==> src/rtl/round_key_store_pkg.sv <==
// Shared AES key-store constants and state encodings.
// Imported by round_key_ram and round_key_store.
package round_key_store_pkg;

  localparam int KEY_S            = 128;
  localparam int Nr               = 10;
  localparam int ROUND_KEY_ADDR_W = 4;

  typedef enum logic [0:0] {
    RKS_IDLE   = 1'b0,
    RKS_STREAM = 1'b1
  } rks_state_t;

  function automatic logic idx_ok(
    input logic [ROUND_KEY_ADDR_W-1:0] a,
    input int                          nr
  );
    return int'(a) <= nr;
  endfunction

endpackage

==> src/rtl/round_key_ram.sv <==
// Round key table: (NR+1) x KEY_W entries.
// One synchronous write port and one registered read port.
module round_key_ram
  import round_key_store_pkg::*;
#(
  parameter int KEY_W  = KEY_S,
  parameter int NR     = Nr,
  parameter int ADDR_W = ROUND_KEY_ADDR_W
) (
  input  logic              clk,
  input  logic              reset,
  input  logic              wr_en,
  input  logic [ADDR_W-1:0] wr_addr,
  input  logic [KEY_W-1:0]  wr_data,
  input  logic              rd_en,
  input  logic [ADDR_W-1:0] rd_addr,
  output logic [KEY_W-1:0]  rd_data
);

  logic [KEY_W-1:0] mem [0:NR];

  // Table contents survive reset; out-of-range writes are dropped.
  always_ff @(posedge clk) begin
    if (wr_en && (int'(wr_addr) <= NR)) begin
      mem[wr_addr] <= wr_data;
    end
  end

  always_ff @(posedge clk or posedge reset) begin
    if (reset) begin
      rd_data <= '0;
    end else if (rd_en) begin
      rd_data <= mem[rd_addr];
    end
  end

endmodule

==> src/rtl/round_key_store.sv <==
// Round key store: captures expanded keys, streams them over valid/ready.
// Define ROUND_KEY_STORE_DEC_EN to enable reverse (decrypt) order.
module round_key_store
  import round_key_store_pkg::*;
#(
  parameter int KEY_W  = KEY_S,
  parameter int NR     = Nr,
  parameter int ADDR_W = ROUND_KEY_ADDR_W
) (
  input  logic              clk,
  input  logic              reset,
  input  logic              wr_en,
  input  logic [ADDR_W-1:0] wr_addr,
  input  logic [KEY_W-1:0]  wr_data,
  input  logic              exp_done,
  input  logic              start,
  input  logic              decrypt,
  output logic              rk_valid,
  input  logic              rk_ready,
  output logic [KEY_W-1:0]  rk_data,
  output logic [ADDR_W-1:0] rk_round,
  output logic              rk_last,
  output logic              keys_valid,
  output logic              busy
);

  localparam logic [ADDR_W-1:0] LAST_IDX = ADDR_W'(NR);
  localparam logic [ADDR_W-1:0] ONE      = ADDR_W'(1);

  rks_state_t        state;
  logic              abort;
  logic              fire;
  logic              start_ok;
  logic              rd_en;
  logic [ADDR_W-1:0] rd_addr;
  logic [ADDR_W-1:0] first_idx;
  logic [ADDR_W-1:0] step_idx;
  logic              step_last;

  // A write to round 0 means a fresh expansion has begun.
  assign abort    = wr_en && (wr_addr == '0);
  assign fire     = rk_valid && rk_ready;
  assign start_ok = (state == RKS_IDLE) && start
                 && keys_valid && !abort;

`ifdef ROUND_KEY_STORE_DEC_EN
  logic rev;

  always_ff @(posedge clk or posedge reset) begin
    if (reset) begin
      rev <= 1'b0;
    end else if (start_ok) begin
      rev <= decrypt;
    end
  end

  assign first_idx = decrypt ? LAST_IDX : '0;
  assign step_idx  = rev ? rk_round - ONE : rk_round + ONE;
  assign step_last = rev ? (step_idx == '0)
                         : (step_idx == LAST_IDX);
`else
  logic unused_decrypt;

  assign unused_decrypt = decrypt;
  assign first_idx      = '0;
  assign step_idx       = rk_round + ONE;
  assign step_last      = (step_idx == LAST_IDX);
`endif

  assign rd_en = start_ok
              || ((state == RKS_STREAM) && fire
                  && !rk_last && !abort);
  assign rd_addr = start_ok ? first_idx : step_idx;

  round_key_ram #(
    .KEY_W  (KEY_W),
    .NR     (NR),
    .ADDR_W (ADDR_W)
  ) u_ram (
    .clk     (clk),
    .reset   (reset),
    .wr_en   (wr_en),
    .wr_addr (wr_addr),
    .wr_data (wr_data),
    .rd_en   (rd_en),
    .rd_addr (rd_addr),
    .rd_data (rk_data)
  );

  always_ff @(posedge clk or posedge reset) begin
    if (reset) begin
      keys_valid <= 1'b0;
    end else if (abort) begin
      keys_valid <= 1'b0;
    end else if (exp_done) begin
      keys_valid <= 1'b1;
    end
  end

  always_ff @(posedge clk or posedge reset) begin
    if (reset) begin
      state    <= RKS_IDLE;
      rk_valid <= 1'b0;
      rk_round <= '0;
      rk_last  <= 1'b0;
      busy     <= 1'b0;
    end else begin
      unique case (state)
        RKS_IDLE: begin
          if (start_ok) begin
            state    <= RKS_STREAM;
            rk_valid <= 1'b1;
            busy     <= 1'b1;
            rk_round <= first_idx;
            rk_last  <= 1'b0;
          end
        end
        RKS_STREAM: begin
          if (abort || (fire && rk_last)) begin
            state    <= RKS_IDLE;
            rk_valid <= 1'b0;
            busy     <= 1'b0;
            rk_last  <= 1'b0;
          end else if (fire) begin
            rk_round <= step_idx;
            rk_last  <= step_last;
          end
        end
        default: begin
          state    <= RKS_IDLE;
          rk_valid <= 1'b0;
          busy     <= 1'b0;
          rk_last  <= 1'b0;
        end
      endcase
    end
  end

endmodule
==> config.mk <==
export PLATFORM = sky130hd
export DESIGN_NAME = round_key_store
export DESIGN_NICKNAME = d
export VERILOG_FILES = /design/src/rtl/round_key_store_pkg.sv /design/src/rtl/round_key_ram.sv /design/src/rtl/round_key_store.sv
export SDC_FILE = /design/constraint.sdc
export NUM_CORES = 2
export LEC_CHECK = 0
export BUFFER_PORTS_ARGS = -buffer_cell sky130_fd_sc_hd__buf_4
export CAP_MARGIN = 5
export CORE_UTILIZATION = 61
export DETAILED_ROUTE_END_ITERATION = 8
export PLACE_DENSITY = 0.79
export SLEW_MARGIN = 40
export SYNTH_ARGS = -nofsm -noshare
export SYNTH_HDL_FRONTEND = slang
export SYNTH_SLANG_ARGS = --single-unit
export TNS_END_PERCENT = 50
==> constraint.sdc <==
create_clock -name clk -period 5.2 [get_ports clk]
set_clock_uncertainty 0.2 [all_clocks]
set_input_delay 0.52 -clock clk [delete_from_list [all_inputs] [get_ports clk]]
set_output_delay 0.52 -clock clk [all_outputs]
set_load 0.05 [all_outputs]
==> flow_summary.yaml <==
clocking:
  clk_latency_ps: 750
  cts_tree: "done"
  cts_max_level: 4
  clkTransAtPathRegs_ps: 60
  ctsResizeCount: 0
  clockBufferDepth: 3
  cts_root_buf: "clkbuf_16"
  cts.sinks: 1544
  cts_made_buffers: 146
  postCtsHoldBufs: 131
  post_cts_buffers: 0
finish:
  final_nets: 3651
  area_growth_syn_to_layout_pct: 16.7
  design_area_mm2: 0.0680
  final_layout_size_suffix_gt1_frac: 0.225
logic_synthesis:
  synth_top_cell_by_area: "edfxtp_1"
  synth_adder_area_share: 0.000429
  async_reset_ff_frac: 0.0881
  synth_area_per_cell_um2: 18.8
  syn-cell-area_mm2: 0.0583
  synthMuxAreaShare: 0.0714
  synth_cell_types: 41
  synthFlopType: "edfxtp_1"
  yosysSeqAreaShare: 0.784
  synth_top_family_by_area: "compound AO/OA/AOI/OAI gates"
  synth_area_leaders: "edfxtp_1 (73%), dfrtp_1 (5.8%), mux4_2 (4.9%), o211ai_2 (2.6%), mux2i_1 (2.2%)"
  synth_top_cell_area_share: 0.725
  synth_top_cells_by_count: "edfxtp_1 (1408), nand2_1 (139), nor2_1 (139), dfrtp_1 (136), a21oi_1 (132)"
  ys_warn_count: 0
  synth_simple_gate_area_share: 0.0199
  synth_compound_area_frac: 0.105
  synthMostInstantiatedCell: "edfxtp_1"
  syn_nets: 3244
  synth-edff-count: 1408
  synthCells: 3103
  synth_xor_area_frac: 0.000300
  ys_seq_elements: 1544
critical_path:
  crit_arrival_ps: 3910
  critPathKind: "flop to flop"
  crit_fanout: 127
  critPathLaunchType: "flop"
  required_ps: 5630
  endpoint_kind: "flop"
floorplan:
  die_w_um: 311
  initial_core_util: 0.614
  fp.dieH_um: 311
  fp-row-count: 113
  dieArea_mm2: 0.0968
  core_area_mm2: 0.0949
  pin_count: 275
status:
  status: "completed"
global_routing:
  grt_max_degree: 137
  grt_pass1_vias: 33955
  grt_first_pass_wirelength_um: 213000
  antenna_found_initial: 15
  track_usage: 0.302
  gr-total-overflow: 0
power_and_ir_drop:
  p_leak_uw: 0.0227
  power_frac_clock: 0.265
  power.total_uw: 38600
  pwr-share-seq: 0.387
  p_comb_frac: 0.348
  p_sw_uw: 13900
  intPower_uw: 24700
  p_per_area_mw_per_mm2: 567
  p_sw_frac: 0.359
  ir_drop_mv: 0.728
hold_path:
  hp-class: "input port to async pin"
detailed_routing:
  drc: 0
  top_layer_used: "met5"
  drt-met1-wl_um: 53400
  vias: 32571
  wire_per_inst_um: 29.7
  vias_per_cell: 6.64
  dr.pass1.iters: 6
  drt-total-wl_um: 146000
  wl_met3_um: 11800
  drt_iter0_markers: 3692
  postRouteAntennaNets: 0
  wl_met2_um: 75600
timing:
  post-route-min-period_ps: 3480
  final.setup.tns_ps: 0
  slew_violations: 0
  tightestPinTransition_ps: 923
  hold_viol: 0
  rsz0062_at_grt: "false"
  hold_slack_ps: 227
  clock.fmax_ghz: 0.287
  setup_viol: 0
  finalCritPeriodShare: 0.669
  timing.slew.headroom: 0.385
placement:
  portBuffers: 273
  dpl.hpwl_um: 70900
  gp_congestion: 0.793
  place_area_mm2: 0.0620
run:
  max_cap_violations: 0
[power groups by stage]
stage | Sequential, uW | Clock, uW | Combinational [uW]
floorplan | 16600 | 0 | 7540
global route | 15000 | 10800 | 14100
CTS | 14900 | 10300 | 13300
detailed placement | 15200 | 0 | 13200
finish | 14900 | 10200 | 13400
global placement | 15100 | 0 | 12700
[logic make-up after synthesis]
| logic type | count (synthesis) |
|---|---|
| buffers and inverters | 221 |
| and+or+nand+nor | 296 |
| DFF | 1544 |
| muxes | 256 |
| adders and majority gates | 2 |
| xor gates and xnor gates | 2 |
| AOI/OAI and AO/OA | 782 |
[critical path, stage by stage, from the launching register on]
cell	delay, ps
dfrtp_4	590
ha_4	740
nor2b_4	330
buf_12	610
a21oi_1	180
o21ai_0	130
a22oi_1	120
o311ai_1	280
[stage by stage]
| stage | cells | utilization | setup slack [ps] |
|---|---|---|---|
| 6_report | 4906 | 0.717 | 1720 |
| 2_1_floorplan | 3103 | - | -1890 |
| 3_5_place_dp | 4494 | 0.654 | 1610 |
| 4_1_cts | 4893 | 0.716 | 1740 |
| 5_1_grt | 4904 | 0.717 | 1600 |
| 3_3_place_gp | 4486 | 0.652 | 1520 |
[per-layer routing]
metal  global-route usage  up-vias
met2                0.522     1884
met4                0.126       12
li1                     -    13502
met1                0.383    16828
met5                    0        -
met3               0.0486      345
[sequential cells by signal, summed over array words and instances, names as in the netlist]
| register | count |
|---|---|
| busy | 1 |
| state | 1 |
| rk_last | 1 |
| rk_round | 4 |
| keys_valid | 1 |
| u_ram.mem | 1408 |
| u_ram.rd_data | 128 |
[cells in the final DEF (no fill, tap or decap), types with 47 or more instances in the layout]
cell type / count
edfxtp_1: 1408
buf_4: 302
clkbuf_16: 147
nand2_1: 135
dfrtp_1: 135
nor2_1: 132
a21oi_1: 132
o21ai_0: 131
dlygate4sd3_1: 131
o22a_1: 129
mux4_2: 128
mux2i_1: 128
a22oi_1: 128
o311ai_1: 121
o211ai_2: 120
clkbuf_1: 47
[area by class of cell]
class                           count  area [um^2]
Clock inverter                     61          571
Fill cell                        5456        26800
Multi-Input combinational cell   1338        11700
Timing Repair Buffer              474         4420
Inverter                            6         42.5
Clock buffer                      207         4030
Tap cell                         1265         1580
Antenna cell                       11         27.5
Sequential cell                  1544        45700
[final timing paths]
path / from / end / slack [ps] / depth (start not counted)
worst max-delay path: rk_round[0] / u_ram.rd_data[0] / 1720 / 7
worst min-delay path: reset / u_ram.rd_data[57] / 230 / 3
worst max register to register: rk_round[0] / u_ram.rd_data[0] / 1720 / 7
worst min register to register: u_ram.rd_data[96] / u_ram.rd_data[96] / 300 / 2
max in group asynchronous: reset / u_ram.rd_data[86] / 3310 / 4
min in group clk: wr_addr[2] / u_ram.mem[2][126] / 230 / 3
Power figures use the tool's default switching activity.
